File: src/rtl/ram_arbiter_pkg.sv
// Shared constants for the single-port RAM arbiter: FSM encoding and fetch bus defaults.
package ram_arbiter_pkg;

  localparam logic [1:0] ARB_IDLE   = 2'd0;
  localparam logic [1:0] ARB_D_WAIT = 2'd1;
  localparam logic [1:0] ARB_I_WAIT = 2'd2;
  localparam logic [1:0] ARB_TURN   = 2'd3;

  localparam logic [3:0] SEL_WORD = 4'hF;

  function automatic logic arb_is_wait(input logic [1:0] st);
    return (st == ARB_D_WAIT) || (st == ARB_I_WAIT);
  endfunction

endpackage

File: src/rtl/ram_arbiter.sv
// Shares one single-ported RAM bus between instruction fetch and the data port.
// Data has priority; each transaction ends on ack or timeout and is followed by one TURN cycle.
module ram_arbiter
  import ram_arbiter_pkg::*;
#(
  parameter int ADDR_W         = 32,
  parameter int DATA_W         = 32,
  parameter int TIMEOUT_CYCLES = 255,
  parameter int CNT_W          = 8
) (
  input  logic              clk,
  input  logic              rst,
  input  logic              flush,
  input  logic              inst_ce_i,
  input  logic [ADDR_W-1:0] inst_addr_i,
  output logic [DATA_W-1:0] inst_data_o,
  output logic              inst_ready_o,
  output logic              inst_err_o,
  input  logic              data_ce_i,
  input  logic              data_we_i,
  input  logic [3:0]        data_sel_i,
  input  logic [ADDR_W-1:0] data_addr_i,
  input  logic [DATA_W-1:0] data_data_i,
  output logic [DATA_W-1:0] data_data_o,
  output logic              data_ready_o,
  output logic              data_err_o,
  output logic              bus_ce_o,
  output logic              bus_we_o,
  output logic [3:0]        bus_sel_o,
  output logic [ADDR_W-1:0] bus_addr_o,
  output logic [DATA_W-1:0] bus_data_o,
  input  logic [DATA_W-1:0] bus_data_i,
  input  logic              bus_ack_i
);

  localparam logic [CNT_W-1:0] CNT_LAST = CNT_W'(TIMEOUT_CYCLES - 1);

  logic [1:0]        r_state;
  logic [CNT_W-1:0]  r_cnt;
  logic              r_discard;
  logic [DATA_W-1:0] r_inst_data;
  logic              r_inst_ready;
  logic              r_inst_err;
  logic [DATA_W-1:0] r_data_data;
  logic              r_data_ready;
  logic              r_data_err;
  logic              r_bus_ce;
  logic              r_bus_we;
  logic [3:0]        r_bus_sel;
  logic [ADDR_W-1:0] r_bus_addr;
  logic [DATA_W-1:0] r_bus_data;

  logic              w_wait;
  logic              w_ack;
  logic              w_timeout;
  logic              w_inst_drop;
  logic [DATA_W-1:0] w_result;

  assign w_wait      = arb_is_wait(r_state);
  assign w_ack       = w_wait && bus_ack_i;
  // An ack in the last allowed wait cycle still wins over the timeout.
  assign w_timeout   = w_wait && !bus_ack_i && (r_cnt == CNT_LAST);
  assign w_inst_drop = r_discard || flush;
  assign w_result    = w_ack ? bus_data_i : '0;

  always_ff @(posedge clk or posedge rst) begin
    if (rst) begin
      r_state      <= ARB_IDLE;
      r_cnt        <= '0;
      r_discard    <= 1'b0;
      r_inst_data  <= '0;
      r_inst_ready <= 1'b0;
      r_inst_err   <= 1'b0;
      r_data_data  <= '0;
      r_data_ready <= 1'b0;
      r_data_err   <= 1'b0;
      r_bus_ce     <= 1'b0;
      r_bus_we     <= 1'b0;
      r_bus_sel    <= '0;
      r_bus_addr   <= '0;
      r_bus_data   <= '0;
    end else begin
      r_inst_ready <= 1'b0;
      r_inst_err   <= 1'b0;
      r_data_ready <= 1'b0;
      r_data_err   <= 1'b0;
      case (r_state)
        ARB_IDLE: begin
          r_cnt <= '0;
          if (data_ce_i) begin
            r_bus_ce   <= 1'b1;
            r_bus_we   <= data_we_i;
            r_bus_sel  <= data_sel_i;
            r_bus_addr <= data_addr_i;
            r_bus_data <= data_data_i;
            r_state    <= ARB_D_WAIT;
          end else if (inst_ce_i) begin
            r_bus_ce   <= 1'b1;
            r_bus_we   <= 1'b0;
            r_bus_sel  <= SEL_WORD;
            r_bus_addr <= inst_addr_i;
            r_bus_data <= '0;
            r_discard  <= flush;
            r_state    <= ARB_I_WAIT;
          end
        end
        ARB_D_WAIT, ARB_I_WAIT: begin
          if (w_ack || w_timeout) begin
            r_bus_ce <= 1'b0;
            r_state  <= ARB_TURN;
            if (r_state == ARB_D_WAIT) begin
              r_data_ready <= 1'b1;
              r_data_err   <= w_timeout;
              r_data_data  <= w_result;
            end else if (!w_inst_drop) begin
              r_inst_ready <= 1'b1;
              r_inst_err   <= w_timeout;
              r_inst_data  <= w_result;
            end
          end else begin
            r_cnt <= r_cnt + 1'b1;
            // A flush while fetching only marks the result stale; the bus cycle still runs out.
            if ((r_state == ARB_I_WAIT) && flush) begin
              r_discard <= 1'b1;
            end
          end
        end
        default: begin
          r_cnt     <= '0;
          r_discard <= 1'b0;
          r_state   <= ARB_IDLE;
        end
      endcase
    end
  end

  assign inst_data_o  = r_inst_data;
  assign inst_ready_o = r_inst_ready;
  assign inst_err_o   = r_inst_err;
  assign data_data_o  = r_data_data;
  assign data_ready_o = r_data_ready;
  assign data_err_o   = r_data_err;
  assign bus_ce_o     = r_bus_ce;
  assign bus_we_o     = r_bus_we;
  assign bus_sel_o    = r_bus_sel;
  assign bus_addr_o   = r_bus_addr;
  assign bus_data_o   = r_bus_data;

endmodule

File: config.mk
export PLATFORM = sky130hd
export DESIGN_NAME = ram_arbiter
export DESIGN_NICKNAME = d
export VERILOG_FILES = /design/src/rtl/ram_arbiter_pkg.sv /design/src/rtl/ram_arbiter.sv
export SDC_FILE = /design/constraint.sdc
export NUM_CORES = 1
export LEC_CHECK = 0
export ABC_CLOCK_PERIOD_IN_PS = 13200
export BUFFER_PORTS_ARGS = -buffer_cell sky130_fd_sc_hd__buf_2
export CELL_PAD_IN_SITES_DETAIL_PLACEMENT = 1
export CELL_PAD_IN_SITES_GLOBAL_PLACEMENT = 2
export CORE_ASPECT_RATIO = 1.25
export CORE_MARGIN = 2
export CORE_UTILIZATION = 31
export DETAILED_ROUTE_END_ITERATION = 8
export GPL_ROUTABILITY_DRIVEN = 0
export HOLD_SLACK_MARGIN = 0.1
export PLACE_DENSITY_LB_ADDON = 0.25
export RECOVER_POWER = 25
export SYNTH_ARGS = -nofsm -noshare
export SYNTH_HDL_FRONTEND = slang
export SYNTH_SLANG_ARGS = --single-unit
File: constraint.sdc
create_clock -name clk -period 13.2 [get_ports clk]
set_input_delay 0.66 -clock clk [delete_from_list [all_inputs] [get_ports clk]]
set_output_delay 0.66 -clock clk [all_outputs]
set_load 0.02 [all_outputs]
==> results of run 1 <==
stage by stage:
step | setup WS (ns) | instance area [sq um] | hold WS (ns)
3_5_place_dp | 10.66 | 7470 | 0.466
2_1_floorplan | 8.53 | 5880 | 0.458
3_3_place_gp | 10.78 | 7470 | 0.459
6_report | 9.97 | 8010 | 0.453
5_1_grt | 9.31 | 8010 | 0.437
4_1_cts | 10.88 | 8060 | 0.361
cells by family after synthesis:
group / synth area share (%)
AO/OA/AOI/OAI: 20.8
flip-flops: 63.5
AND/OR/NAND/NOR: 5.09
XOR/XNOR: 0.149
multiplexers: 5.98
adder cells (fa/ha/maj): 1.28
buffers and inverters: 3.19
report_power, final:
part | switching, W | leakage [nW] | internal, W
combinational | 0.000546 | 1.96 | 0.000311
clock | 0.000185 | 0.278 | 0.000288
sequential | 0.000107 | 1.88 | 0.000652
state kept, by name, summed over array words and instances (netlist names):
name,count
inst_ready_o,1
bus_addr_o,32
data_err_o,1
r_state,2
inst_err_o,1
bus_sel_o,4
bus_we_o,1
r_discard,1
data_data_o,32
bus_data_o,32
inst_data_o,32
bus_ce_o,1
r_cnt,8
data_ready_o,1
layer usage:
metal / up-vias / wire [um] / share of wire, %
met3: 25 / 1610 / 9.2
met5: - / 0 / 0
li1: 2233 / - / -
met4: 0 / 383 / 2.2
met1: 2337 / 7380 / 42
met2: 228 / 8030 / 46
critical path, delay by kind of cell:
family / cells / cell delay (ns)
buffers and inverters: 3 / 2.86
area by class of cell:
type	count	area (sq um)	area share, %
Clock buffer	20	457	5.70
Clock inverter	11	128	1.59
Inverter	11	42.5	0.531
Multi-Input combinational cell	269	1980	24.7
Sequential cell	149	3730	46.6
Tap cell	232	290	3.62
Timing Repair Buffer	283	1390	17.3
worst max-delay path by stage:
stage | cells past startpoint | endpoint | slack, ns | from
after global placement | 4 | bus_addr_o[3]$_DFFE_PP0P_ | 10.78 | data_ce_i
after CTS | 7 | data_data_o[11]$_DFFE_PP0P_ | 10.88 | r_state[1]$_DFFE_PP0P_
after floorplan | 1 | bus_addr_o[0]$_DFFE_PP0P_ | 8.53 | rst
final | 3 | inst_data_o[8]$_DFFE_PP0P_ | 9.97 | rst
after global routing | 3 | data_err_o$_DFF_PP0_ | 9.31 | rst
after detailed placement | 4 | bus_addr_o[8]$_DFFE_PP0P_ | 10.66 | data_ce_i
cells in the mapped netlist (2+ instances only):
library cell,count
o22a_1,4
or3_1,2
dfrtp_1,149
a31oi_1,3
buf_2,6
ha_1,6
and3_1,4
buf_6,3
nor2_1,10
buf_1,4
o21ai_0,38
o31ai_1,3
a21oi_1,10
mux2i_1,34
clkbuf_1,18
nand2_1,40
a22o_1,97
nand3_1,2
inv_1,11
==> impl_metrics.yaml, run 1 <==
layout:
  final_common_cell: "buf_2"
  fillers: 2095
  area_growth_pct: 36.3
  post-route-util_pct: 42.8
  diodes: 0
  layout_common_cells: "239 x buf_2, 149 x dfrtp_1, 97 x a22o_1"
  drive_above_1_share_pct: 38.4
  fin_cells: 975
  fin_nets: 876
clock_network:
  clk_pin_slew_ns: 0.06
  cts-root-buf: "clkbuf_16"
  h-tree-depth: 4
  cts_tree: "done"
  clk_path_buf_depth: 2
  cts_made_buffers: 17
  ctsResizeCount: 0
  postCtsHoldBufs: 0
  clk_latency_ns: 0.41
  cts_setup_buffers: 0
  cts_sinks: 149
setup_path:
  slowest_stage: "clkinvlp_2"
  cp_max_fo: 77
  required_ns: 13.60
  r2r_setup_slack_ns: 10.88
  worstSetupPathType: "in2async"
  r2r-end: "data_data_o[22]$_DFFE_PP0P_"
  cp_cell_sequence: "buf_2 -> clkinvlp_2 -> buf_4"
  reg2reg_depth: 7
  startpoint_type: "input port"
  end_kind: "asynchronous set/reset pin"
  max_stage_delay_ns: 1.78
  arrival_ns: 3.63
  r2r_start: "r_state[1]$_DFFE_PP0P_"
global_route:
  gr-total-overflow: 0
  grt_pass1_wl_um: 27600
  antenna_found_initial: 0
  met3_usage_pct: 6.32
  grt_usage_pct: 17.6
  grt_pass1_vias: 5132
  grt_max_degree: 98
  grt_use_met1_pct: 22.0
  use_met2_pct: 27.6
  grt_busiest_layer: "met2"
synthesis:
  yosys.area.top_type: "dfrtp_1"
  syn-instance-count: 460
  ys_ff_latch: 149
  async_reset_ff_share_pct: 100
  synth_nets: 605
  avgSynthCellArea_sq_um: 12.8
  synth_area_leaders: "dfrtp_1 63%, a22o_1 14%, mux2i_1 5.8%"
  synth_top_area_share_pct: 63.5
  synth_edf_count: 0
  syn_area_sq_um: 5880
  ys.flop_type: "dfrtp_1"
  ys_types: 35
  synth_seq_area_share_pct: 63.5
  yosys_warnings: 0
status:
  violations: "capacitance limit, slew limit"
  status: "finished, violations left"
min_path:
  hp-class: "in2reg"
  holdPathStages: 2
  hp-start: "data_sel_i[3]"
  holdPathEnd: "bus_sel_o[3]$_DFFE_PP0P_"
power_and_ir_drop:
  pwr_density_cell_nw_per_um2: 261
  p_leak_nw: 4.12
  finalPower_w: 0.00209
  ir_drop_mv: 0.100
floorplan:
  start_util_pct: 31.4
  placementRows: 56
  die_area_sq_um: 20100
  ios: 277
  core_sq_um: 18700
  die_x_um: 127
  die_h_um: 158
place:
  io_buffers: 276
  place_inst: 944
  hpwl_um: 12600
sta:
  layout_min_cycle_time_ns: 3.23
  worst_pin_slew_ns: 3.18
  finalHoldViolations: 0
  worst_slew_margin_rel_pct: -113
  tns_ns: 0
  fin_crit_sh_pct: 24.5
  max_freq_ghz: 0.309
  skew_ns: 0.00729
  rsz0062_at_grt: "no"
  setup_viol: 0
  slew_viol_final: 74
routing:
  wl_per_cell_um: 17.8
  ant_nets: 0
  wl_um: 17400
  viasPerCell: 4.95
  drc: 0
  num_vias: 4823
  drt_iter0_drc: 194
  drt-pass1-iter-count: 4
job:
  cap_violations: 1
No activity file was read; power rests on OpenSTA's default activity.
==> inputs of run 2 (changes only) <==
--- a/config.mk
+++ b/config.mk
@@ -5,13 +5,13 @@
 export SDC_FILE = /design/constraint.sdc
 export NUM_CORES = 1
 export LEC_CHECK = 0
-export ABC_CLOCK_PERIOD_IN_PS = 13200
+export ABC_CLOCK_PERIOD_IN_PS = 3300
 export BUFFER_PORTS_ARGS = -buffer_cell sky130_fd_sc_hd__buf_2
 export CELL_PAD_IN_SITES_DETAIL_PLACEMENT = 1
 export CELL_PAD_IN_SITES_GLOBAL_PLACEMENT = 2
 export CORE_ASPECT_RATIO = 1.25
 export CORE_MARGIN = 2
-export CORE_UTILIZATION = 31
+export CORE_UTILIZATION = 28
 export DETAILED_ROUTE_END_ITERATION = 8
 export GPL_ROUTABILITY_DRIVEN = 0
 export HOLD_SLACK_MARGIN = 0.1
==> constraint.sdc (replaced) <==
create_clock -name clk -period 3.3 [get_ports clk]
set_input_delay 0.165 -clock clk [delete_from_list [all_inputs] [get_ports clk]]
set_output_delay 0.165 -clock clk [all_outputs]
set_load 0.02 [all_outputs]
==> run 2 against run 1 <==
  * The flow now finishes without violations
  * Cell count up 18%
  * Highest routed layer is now met5
  * Flip-flop and latch count unchanged
  * Largest power group unchanged
  * Global-route usage grew 0.61 points
  * Design area up 17%
  * Register-to-register slack got worse by 9.9 ns
  * Non-clock buffer count rose by 136
  * Utilization rose by 2.4 points
  * Setup slack lost 9.0 ns
==> impl_metrics.yaml, run 2 (same netlist as run 1, synthesis figures left out) <==
routing:
  drt_iter0_drc: 116
  drc: 0
  ant_nets: 0
  wl_um: 19800
  wl_per_cell_um: 17.1
  num_vias: 5401
  viasPerCell: 4.68
  drt-pass1-iter-count: 4
sta:
  layout_min_cycle_time_ns: 2.31
  worst_pin_slew_ns: 0.903
  slew_viol_final: 0
  tns_ns: 0
  setup_viol: 0
  rsz0062_at_grt: "no"
  finalHoldViolations: 0
  fin_crit_sh_pct: 70.1
  hold_ws_ns: 0.126
  max_freq_ghz: 0.433
  skew_ns: 0.0100
  setup_ws_ns: 0.988
  worst_slew_margin_rel_pct: 39.8
setup_path:
  end_kind: "flip-flop"
  required_ns: 3.60
  r2r-end: "inst_data_o[17]$_DFFE_PP0P_"
  arrival_ns: 2.61
  slowest_stage: "ha_1"
  r2r_start: "r_state[1]$_DFFE_PP0P_"
  max_stage_delay_ns: 0.45
  startpoint_type: "flip-flop"
  cp_cell_sequence: "inv_1 -> ha_1 -> nand2b_2 -> o31ai_4 -> nand2b_1 -> buf_4 -> a22o_1"
  reg2reg_depth: 7
  cp_max_fo: 33
  worstSetupPathType: "reg2reg"
  r2r_setup_slack_ns: 0.99
status:
  status: "completed"
floorplan:
  die_area_sq_um: 22200
  placementRows: 59
  die_h_um: 166
  start_util_pct: 28.3
  core_sq_um: 20700
  die_x_um: 134
  ios: 277
global_route:
  antenna_found_initial: 1
  grt_max_degree: 150
  grt_pass1_vias: 6234
  grt_usage_pct: 18.2
  gr-total-overflow: 0
  grt_pass1_wl_um: 32400
layout:
  drive_above_1_share_pct: 24.7
  area_growth_pct: 59.6
  stdcell_area_sq_um: 9380
  diodes: 0
  layout_common_cells: "167 x buf_2, 149 x dfrtp_1, 134 x dlygate4sd3_1"
  fin_nets: 1012
  final_common_cell: "buf_2"
job:
  cap_violations: 0
power_and_ir_drop:
  p_int_w: 0.00504
  clock_power_share_pct: 23.8
  pwr_density_cell_nw_per_um2: 915
  p_leak_nw: 4.48
  p_comb_share_pct: 40.5
  finalPower_w: 0.00858
  switchingPower_w: 0.00354
  power_frac_seq_pct: 35.7
  ir_drop_mv: 0.362
  power.share.switching_pct: 41.3
place:
  place_ws_ns: 0.988
  hpwl_um: 12600
  placed_area_sq_um: 7550
  io_buffers: 276
clock_network:
  cts_made_buffers: 17
  clk_pin_slew_ns: 0.07
  ctsResizeCount: 0
  clk_path_buf_depth: 2
  cts_setup_buffers: 0
  h-tree-depth: 4
  cts-root-buf: "clkbuf_16"
  clk_latency_ns: 0.42
  cts_tree: "done"
  cts_sinks: 149
min_path:
  hp-start: "flush"
  holdPathStages: 3
  hp-class: "in2reg"
  holdPathEnd: "inst_err_o$_DFF_PP0_"
## run 2: cell types whose count changed in the layout (fill, tap and decap cells not counted), moves of 2 or more
cell           change
buf_2             -72
clkbuf_1          +71
clkinv_2           -2
dlygate4sd3_1    +134
inv_6              +3
inv_8              +4
## run 2: final cells by class
cell class / count / area, sq um
timing repair buffer: 419 / 2670
tap: 274 / 343
clock buffer: 18 / 439
clock inverter: 14 / 181
inverter: 11 / 45.0
fill: 2310 / 11400
multi-input combinational: 269 / 1980
sequential: 149 / 3730
## run 2: worst max-delay path: cells and delay by family (launching register included)
kind	cells	cell delay (ns)
buffers and inverters	2	0.35
AND/OR/NAND/NOR	2	0.25
adder cells (fa/ha/maj)	1	0.45
AO/OA/AOI/OAI	2	0.71
flip-flops	1	0.42
## run 2: per-layer routing
layer	track usage (%)	vias up	share of wire, %
met5	0	-	0.066
met4	5.69	2	1.5
met2	31.6	218	49
li1	-	2519	-
met1	21.0	2638	42
met3	6.38	24	7.6
## run 2: how the worst max path moves through the flow
stage	start	endpoint	slack [ns]	depth (start not counted)
final	r_state[1]$_DFFE_PP0P_	inst_data_o[17]$_DFFE_PP0P_	0.99	7
after global routing	r_state[1]$_DFFE_PP0P_	inst_data_o[10]$_DFFE_PP0P_	0.79	7
after CTS	r_state[1]$_DFFE_PP0P_	inst_data_o[17]$_DFFE_PP0P_	0.96	7
after detailed placement	r_state[1]$_DFFE_PP0P_	inst_data_o[17]$_DFFE_PP0P_	0.99	7
after global placement	r_state[1]$_DFFE_PP0P_	data_data_o[11]$_DFFE_PP0P_	1.10	7
after floorplan	rst	bus_addr_o[0]$_DFFE_PP0P_	1.26	1
## run 2: metrics by stage
| stage | util [%] | cells |
|---|---|---|
| after floorplan | - | 460 |
| after global placement | 36.4 | 988 |
| after detailed placement | 36.4 | 988 |
| after CTS | 45.9 | 1154 |
| after global routing | 45.2 | 1154 |
| final | 45.2 | 1154 |
## run 2: repair_timing
action                                  CTS  global route
endpoints found under the hold margin   282             0
hold buffers                            134             0
endpoints found under the setup margin    0             0
## run 2: power groups by stage
stage                     Sequential [W]  Clock [W]  Combinational, W
final                            0.00306    0.00204           0.00347
after CTS                        0.00304    0.00210           0.00366
after global placement           0.00305          0           0.00343
after global routing             0.00317    0.00218           0.00379
after detailed placement         0.00306          0           0.00353
after floorplan                  0.00393          0           0.00133
